<file path="config.mk">
export PLATFORM = sky130hd
export DESIGN_NAME = dr_alm_post_antilog
export DESIGN_NICKNAME = d
export VERILOG_FILES = /design/src/rtl/dr_alm_post_antilog.sv
export SDC_FILE = /design/constraint.sdc
export NUM_CORES = 1
export LEC_CHECK = 0
export CAP_MARGIN = 5
export CORE_MARGIN = 1.5
export CORE_UTILIZATION = 48
export CTS_CLUSTER_DIAMETER = 30
export CTS_CLUSTER_SIZE = 28
export DETAILED_ROUTE_END_ITERATION = 12
export PLACE_DENSITY = 0.83
export SYNTH_ARGS = -nofsm -noshare
export SYNTH_HDL_FRONTEND = slang
export SYNTH_SLANG_ARGS = --single-unit
</file>
<file path="constraint.sdc">
create_clock -name clk -period 2.1 [get_ports clk]
set_input_delay 0.21 -clock clk [delete_from_list [all_inputs] [get_ports clk]]
set_output_delay 0.21 -clock clk [all_outputs]
set_load 0.01 [all_outputs]
</file>
<file path="src/rtl/dr_alm_post_antilog.sv">
// rtl/dr_alm_post_antilog.sv - DR-ALM antilog back end: {k,frac} -> (1.frac)*2^k, two-stage valid/ready pipe
// Optional macro DR_ALM_ROUND_EN: round half-up on right shifts (k < FW) instead of floor.
module dr_alm_post_antilog #(
  parameter int A_BW    = 32,
  parameter int B_BW    = 32,
  parameter int MULT_DW = 5,
  parameter int TRUNC_W = MULT_DW + 1,
  parameter int BW_LG   = $clog2((A_BW > B_BW) ? A_BW : B_BW),
  parameter int OW      = A_BW + B_BW
) (
  input  logic                       clk,
  input  logic                       rst_n,
  input  logic                       in_valid,
  output logic                       in_ready,
  input  logic [BW_LG+TRUNC_W+1:0]   in_l,
  input  logic                       in_zero,
  output logic                       out_valid,
  input  logic                       out_ready,
  output logic [OW-1:0]              out_ap,
  output logic                       out_ovf
);

  localparam int FW   = TRUNC_W + 1;
  localparam int KW   = BW_LG + 1;
  localparam int KMAX = (A_BW - 1) + (B_BW - 1);

  logic              s1_valid_q, s1_valid_d;
  logic [FW:0]       s1_mant_q, s1_mant_d;
  logic [KW-1:0]     s1_k_q, s1_k_d;
  logic              s1_zero_q, s1_zero_d;
  logic              s1_ovf_q, s1_ovf_d;
  logic              s2_valid_q, s2_valid_d;
  logic [OW-1:0]     out_ap_q, out_ap_d;
  logic              out_ovf_q, out_ovf_d;

  logic              s1_adv, s2_adv;
  logic [KW-1:0]     in_k;
  logic [OW-1:0]     mant_ext, shifted;
  logic [KW-1:0]     shamt;
`ifdef DR_ALM_ROUND_EN
  logic [OW-1:0]     rounded;
`endif

  assign s2_adv    = !s2_valid_q || out_ready;
  assign s1_adv    = !s1_valid_q || s2_adv;
  assign in_ready  = s1_adv;
  assign out_valid = s2_valid_q;
  assign out_ap    = out_ap_q;
  assign out_ovf   = out_ovf_q;
  assign in_k      = in_l[KW+FW-1:FW];

  // Stage 1: capture the mantissa with its hidden one and classify k.
  always_comb begin
    s1_valid_d = s1_valid_q;
    s1_mant_d  = s1_mant_q;
    s1_k_d     = s1_k_q;
    s1_zero_d  = s1_zero_q;
    s1_ovf_d   = s1_ovf_q;
    if (s1_adv) begin
      s1_valid_d = in_valid;
      if (in_valid) begin
        s1_mant_d = {1'b1, in_l[FW-1:0]};
        s1_k_d    = in_k;
        s1_zero_d = in_zero;
        s1_ovf_d  = (int'(in_k) > KMAX);
      end
    end
  end

  // Stage 2: barrel shift relative to the binary point at bit FW.
  always_comb begin
    mant_ext = OW'(s1_mant_q);
    shamt    = '0;
    shifted  = '0;
`ifdef DR_ALM_ROUND_EN
    rounded  = mant_ext;
`endif
    if (s1_k_q >= KW'(FW)) begin
      shamt   = s1_k_q - KW'(FW);
      shifted = mant_ext << shamt;
    end else begin
      shamt   = KW'(FW) - s1_k_q;
`ifdef DR_ALM_ROUND_EN
      rounded = mant_ext + (OW'(1) << (shamt - KW'(1)));
      shifted = rounded >> shamt;
`else
      shifted = mant_ext >> shamt;
`endif
    end
  end

  always_comb begin
    s2_valid_d = s2_valid_q;
    out_ap_d   = out_ap_q;
    out_ovf_d  = out_ovf_q;
    if (s2_adv) begin
      s2_valid_d = s1_valid_q;
      if (s1_valid_q) begin
        if (s1_zero_q) begin
          out_ap_d  = '0;
          out_ovf_d = 1'b0;
        end else if (s1_ovf_q) begin
          out_ap_d  = '1;
          out_ovf_d = 1'b1;
        end else begin
          out_ap_d  = shifted;
          out_ovf_d = 1'b0;
        end
      end
    end
  end

  always_ff @(posedge clk or negedge rst_n) begin
    if (!rst_n) begin
      s1_valid_q <= 1'b0;
      s1_mant_q  <= '0;
      s1_k_q     <= '0;
      s1_zero_q  <= 1'b0;
      s1_ovf_q   <= 1'b0;
      s2_valid_q <= 1'b0;
      out_ap_q   <= '0;
      out_ovf_q  <= 1'b0;
    end else begin
      s1_valid_q <= s1_valid_d;
      s1_mant_q  <= s1_mant_d;
      s1_k_q     <= s1_k_d;
      s1_zero_q  <= s1_zero_d;
      s1_ovf_q   <= s1_ovf_d;
      s2_valid_q <= s2_valid_d;
      out_ap_q   <= out_ap_d;
      out_ovf_q  <= out_ovf_d;
    end
  end

endmodule
</file>
==> results_dict.tcl, run 1 <==
set metrics [dict create \
    grt_max_degree 47 \
    vias_per_cell 6.47 \
    grt_pass1_vias 4171 \
    cp_slowest_cell "dfrtp_1" \
    tightest_slew_ns 0.625 \
    relSlewSlack_pct 57.9 \
    yosysSeqAreaShare_pct 45.4 \
    ys_dominant_reg_cell "dfrtp_1" \
    cts_htree_levels 3 \
    placed_cells_incl_taps 658 \
    syn_area_per_cell_sq_um 11.0 \
    dr.pass1.iters 5 \
    synth_edf_count 0 \
    max_stage_delay_ns 0.44 \
    critPathTopFamily "compound AO/OA/AOI/OAI gates" \
    cts_sinks 83 \
    switching_share_pct 37.8 \
    fin_ws_ns -0.210 \
    fmax_mhz 433 \
    p_per_area_nw_per_um2 941 \
    slew_violations 0 \
    p_leak_nw 2.89 \
    crit_arrival_ns 2.57 \
    synth_compound_area_share_pct 24.5 \
    synthesis.nets 436 \
    timing_worst_setup_path_type "reg2reg" \
    end_kind "flop" \
    period_needed_ns 2.31 \
    r2r_end "out_ap[12]$_DFFE_PN0P_" \
    die_x_microns 101 \
    synth_top_family_by_area "compound AO/OA/AOI/OAI gates" \
    fin_setup_tns_ns -2.81 \
    crit_buf_inv 3 \
    power_mw 6.48 \
    maxCapViolCount 0 \
    insertion_delay_ns 0.38 \
    p_switching_mw 2.45 \
    p_int_mw 4.03 \
    startpoint "s1_k_q[1]$_DFFE_PN0P_" \
    worstPathCellList "ha_4, buf_12, buf_12, mux2i_4, o21ai_2, mux2i_4, o22ai_1, buf_4, a221o_1" \
    cts_made_buffers 9 \
    outcome "finished with violations" \
    cts-root-buf "clkbuf_8" \
    syn_to_final_growth_pct 50.7 \
    synth_xor_area_share_pct 2.49 \
    core_sq_um 9240 \
    diodes 0 \
    synth_simple_gate_area_share_pct 12.6 \
    dp_hpwl_microns 9930 \
    globalplace.congestion 0.956 \
    ys_ff_latch 83 \
    rows 35 \
    yosysTopAreaCellShare_pct 45.4 \
    drtAntennaViolNets 0 \
    routed_wl_microns 15600 \
    vias 4533 \
    yosysTopAreaCell "dfrtp_1" \
    muxShareOfSynthArea_pct 9.88 \
    setup_viol 43 \
    cp.required_ns 2.36 \
    start_util_pct 49.5 \
    cp-start-kind "flop" \
    synth_area_leaders "dfrtp_1 45%, a221o_1 7.9%, mux2_2 6.9%" \
    min_period_over_period_pct 110 \
    synth_cell_types 68 \
    synth_adder_area_share_pct 0.547 \
    synth_area_sq_um 4570 \
    hold_viol_final 0 \
    rr_worst_depth 9 \
    path_max_fanout 6 \
    hold_path.class "in2async" \
    violations "setup timing" \
    die_y_microns 101 \
    globalRouteOverflowTotal 0 \
    drive_gt1_share_pct 36.4 \
    drc 0 \
    worst_clock_skew_ns 0.0143 \
    dieArea_sq_um 10100 \
    grt_pass1_wl_microns 21600 \
    post_drt_wl_per_cell_microns 22.3 \
    final_nets 587 \
    clock_path_buffers 2 \
    seq_power_share_pct 30.0 \
    reg2reg_slack_ns -0.21 \
    antenna_found_initial 0 \
    r2r_start "s1_k_q[1]$_DFFE_PN0P_" \
    cts_tree "yes" \
    irDropWorstVdd_mv 0.538 \
    synth_warnings 0 \
    synthCells 416 \
    async_flop_share_pct 100 \
    clock_power_share_pct 20.6 \
    clk_pin_slew_ns 0.10 \
    gr-usage-all-layers_pct 27.5 \
    fin_cells 701 \
    io_pins 85 \
    grt_setup_unrepaired "yes" \
    portBuffers 84 \
    combinationalPowerShare_pct 49.3 \
    first_iter_violations 393 \
]
[cell families (layout without fill, tap and decap cells)]
kind of cell             count (synthesis)  after routing
buffers and inverters                   38            192
flip-flops                              83             83
XOR/XNOR                                 7              7
multiplexers                            40             40
adder cells (fa/ha/maj)                  2              2
AND/OR/NAND/NOR                        105            107
AO/OA/AOI/OAI                          141            141
[layout by cell type (no fill, tap or decap), types with 4 or more instances in the layout]
master,instances
buf_6,12
a31oi_1,5
nand2b_1,9
nor2_2,6
o21ai_0,4
mux2i_1,4
buf_12,9
dfrtp_1,82
buf_4,64
nand2_1,26
o21ai_1,4
clkdlybuf4s50_1,83
inv_1,4
a21oi_1,29
mux2i_4,7
mux2_2,22
nor2_4,8
nor2_1,17
o221ai_1,13
or3_1,5
o21ai_2,4
a221o_1,36
o221ai_2,7
clkbuf_8,9
mux2_4,7
[stage by stage]
step / cell area (sq um) / hold WS, ns / worst slack (ns) / utilization (%)
after global routing: 6890 / 0.382 / -0.270 / 74.5
after global placement: 5940 / 0.202 / -0.206 / 64.3
after detailed placement: 5940 / 0.210 / -0.269 / 64.3
after floorplan: 4590 / -0.0856 / 0.0106 / -
after CTS: 6280 / 0.366 / -0.101 / 67.9
final: 6890 / 0.331 / -0.210 / 74.5
[flip-flops by register name, indices dropped and copies added (netlist names)]
name and cells:
out_ap 64, s1_mant_q 8, s1_k_q 6, out_ovf 1, out_valid 1, s1_ovf_q 1
s1_valid_q 1, s1_zero_q 1
[synthesized netlist by cell type (all sizes together), types with 3 or more instances]
cell type,n
inv,5
o21ai,14
a31oi,5
or3,8
nand2,28
and3b,3
nor2,31
a221o,36
xnor2,6
mux2i,11
nand2b,10
o211ai,3
a32oi,5
o221ai,21
mux2,29
clkbuf,13
a21oi,33
o22ai,3
buf,20
nand4,3
dfrtp,83
nand3,6
[final cells by class]
cell class                      instances  area [sq um]
Multi-Input combinational cell        297          2730
Fill cell                             582          2350
Sequential cell                        83          2080
Timing Repair Buffer                  171          1680
Tap cell                              129           161
Clock buffer                            9           124
Clock inverter                          7          98.8
Inverter                                5          18.8
[power groups by stage]
stage          registers [mW]  clock network, mW  logic [mW]
6_report                 1.95               1.34        3.20
5_1_grt                  1.97               1.41        3.33
4_1_cts                  1.94               1.33        2.48
3_5_place_dp             1.96                  0        2.35
3_3_place_gp             1.95                  0        2.30
2_1_floorplan            1.99                  0        1.27
[worst reg2reg max path, cell delays in order, from the launching register on]
cell and delay [ns]:
dfrtp_1 0.44, ha_4 0.31, buf_12 0.12, buf_12 0.10, mux2i_4 0.26, o21ai_2 0.12
mux2i_4 0.19, o22ai_1 0.14, buf_4 0.19, a221o_1 0.31
[what timing repair did]
item	4_1_cts	5_1_grt
setup endpoints to repair	64	64
buffers inserted	2	22
hold buffers	1	0
pin swaps	2	34
cloned	0	3
hold endpoints to repair	37	0
resized for setup	18	83
[worst max path at each step]
stage,to,slack [ns],cells after the start
floorplan,out_ap[15]$_DFFE_PN0P_,0.01,8
global placement,out_ap[59]$_DFFE_PN0P_,-0.21,8
detailed placement,out_ap[59]$_DFFE_PN0P_,-0.27,8
CTS,out_ap[10]$_DFFE_PN0P_,-0.10,7
global route,out_ap[44]$_DFFE_PN0P_,-0.27,9
finish,out_ap[12]$_DFFE_PN0P_,-0.21,9
[per-layer routing]
metal | part of all wire, % | vias up | track usage (%)
met4 | 4.2 | 0 | 12.5
li1 | - | 1931 | -
met3 | 7.9 | 67 | 4.65
met2 | 50 | 306 | 44.8
met5 | 0 | - | 0
met1 | 38 | 2229 | 36.1
Note: power is estimated with default switching activity, not from simulation.
==> run 2: changes to the inputs <==
MAX_ROUTING_LAYER = met4   (was unset)
==> results_dict.tcl, run 2 (same netlist as run 1, synthesis figures left out) <==
set metrics [dict create \
    combinationalPowerShare_pct 48.4 \
    p_leak_nw 2.76 \
    placed_cells_incl_taps 661 \
    drive_gt1_share_pct 33.0 \
    tightest_slew_ns 0.511 \
    post_drt_wl_per_cell_microns 20.5 \
    crit_end "out_ap[19]$_DFFE_PN0P_" \
    fin_cells 693 \
    min_period_over_period_pct 105 \
    r2r_end "out_ap[19]$_DFFE_PN0P_" \
    layout_common_cells "83 x clkdlybuf4s50_1, 83 x dfrtp_1, 67 x buf_4, 36 x a221o_1, 29 x a21oi_1" \
    first_iter_violations 268 \
    clock_power_share_pct 19.7 \
    die_x_microns 101 \
    rows 35 \
    violations "setup timing" \
    cts_made_buffers 9 \
    cp_slowest_cell "dfrtp_1" \
    worst_clock_skew_ns 0.0121 \
    relSlewSlack_pct 65.5 \
    clk_pin_slew_ns 0.09 \
    dieArea_sq_um 10100 \
    pre_cts_slack_ns -0.237 \
    outcome "finished with violations" \
    globalRouteOverflowTotal 0 \
    startpoint "s1_k_q[0]$_DFFE_PN0P_" \
    routed_wl_microns 14200 \
    portBuffers 84 \
    die_y_microns 101 \
    rr_worst_depth 7 \
    fin_area_sq_um 6620 \
    core_sq_um 9240 \
    dr.pass1.iters 5 \
    grt_setup_unrepaired "yes" \
    drc 0 \
    gr-usage-all-layers_pct 28.5 \
    seq_power_share_pct 31.9 \
    diodes 0 \
    worstPathCellList "ha_4, buf_6, mux2_4, mux2i_4, or4_1, o41ai_1, a221o_1" \
    grt_max_degree 47 \
    period_needed_ns 2.21 \
    p_switching_mw 2.31 \
    cts-root-buf "clkbuf_8" \
    maxCapViolCount 0 \
    cts_tree "yes" \
    p_int_mw 3.78 \
    r2r_start "s1_k_q[0]$_DFFE_PN0P_" \
    grt_pass1_vias 4170 \
    timing_worst_setup_path_type "reg2reg" \
    vias 4331 \
    fin_ws_ns -0.110 \
    vias_per_cell 6.25 \
    setup_viol 37 \
    cp.required_ns 2.35 \
    end_kind "flop" \
    largest_reg_flops 64 \
    globalplace.congestion 0.901 \
    fin_setup_tns_ns -1.75 \
    hold_path.class "in2async" \
    antenna_found_initial 0 \
    syn_to_final_growth_pct 44.9 \
    slew_violations 0 \
    io_pins 85 \
    start_util_pct 49.5 \
    max_stage_delay_ns 0.42 \
    p_per_area_nw_per_um2 918 \
    cp-start-kind "flop" \
    cts_sinks 83 \
    final_nets 579 \
    reg2reg_slack_ns -0.11 \
    fmax_mhz 452 \
    dp_hpwl_microns 9900 \
    switching_share_pct 37.9 \
    post_dp_cell_area_sq_um 5960 \
    clock_path_buffers 2 \
    hold_viol_final 0 \
    irDropWorstVdd_mv 0.463 \
    drtAntennaViolNets 0 \
    crit_arrival_ns 2.46 \
    grt_pass1_wl_microns 21700 \
    cts_htree_levels 3 \
    path_max_fanout 6 \
    insertion_delay_ns 0.37 \
]
## run 2: cell types whose count changed in the layout (fill, tap and decap cells not counted), sizes merged
cell	previous run	this run
buf	86	79
bufinv	2	1
clkinv	1	2
clkinvlp	1	2
inv	8	7
nor2	33	32
## run 2: power by group through the flow
stage	Sequential, mW	Clock, mW	Combinational, mW
final	1.94	1.20	2.94
after floorplan	1.99	0	1.27
after CTS	1.93	1.20	2.55
after global placement	1.95	0	2.33
after global routing	1.96	1.27	3.10
after detailed placement	1.96	0	2.37
## run 2: worst min-delay path by stage
stage / from / end / slack [ns] / cells past startpoint
4_1_cts: rst_n / out_ap[54]$_DFFE_PN0P_ / 0.38 / 2
3_5_place_dp: rst_n / out_ap[52]$_DFFE_PN0P_ / 0.21 / 1
5_1_grt: rst_n / out_ap[52]$_DFFE_PN0P_ / 0.42 / 2
2_1_floorplan: rst_n / out_ap[0]$_DFFE_PN0P_ / -0.09 / 0
6_report: rst_n / out_ap[52]$_DFFE_PN0P_ / 0.35 / 2
3_3_place_gp: rst_n / out_ap[54]$_DFFE_PN0P_ / 0.20 / 1
## run 2: final cells by class
class,instances,area (sq um)
Sequential cell,83,2080
Inverter,5,18.8
Multi-Input combinational cell,296,2610
Timing Repair Buffer,164,1560
Fill cell,644,2620
Clock inverter,7,76.3
Tap cell,129,161
Clock buffer,9,124
## run 2: repair_timing
action,4_1_cts,5_1_grt
setup buffers,5,9
resized for setup,27,39
cloned,1,1
hold buffers,1,0
pin swaps,8,15
hold endpoints to repair,37,0
endpoints found under the setup margin,64,58
## run 2: stage by stage
step	utilization [%]	hold slack, ns	power (mW)
2_1_floorplan	-	-0.0856	3.26
4_1_cts	68.5	0.379	5.69
6_report	71.7	0.350	6.08
3_3_place_gp	64.5	0.199	4.28
3_5_place_dp	64.5	0.214	4.33
5_1_grt	71.7	0.417	6.33
## run 2: per-layer routing
metal | GRT usage (%) | share of wire, %
met5 | - | 0
met1 | 35.6 | 41
met2 | 45.5 | 50
met4 | 13.8 | 3.6
met3 | 4.09 | 5.7
## run 2: worst max-delay path, delay by kind of cell, from the launching register on
family                   cells  cell delay (ns)
AND/OR/NAND/NOR              1             0.17
multiplexers                 2             0.57
buffers and inverters        1             0.14
AO/OA/AOI/OAI                2             0.45
flip-flops                   1             0.42
adder cells (fa/ha/maj)      1             0.34
==> run 3: changes to the inputs <==
MAX_ROUTING_LAYER = unset   (was met4)
==> results of run 3 <==
Same layout as run 1: the final DEF is identical, and so are final timing and power.
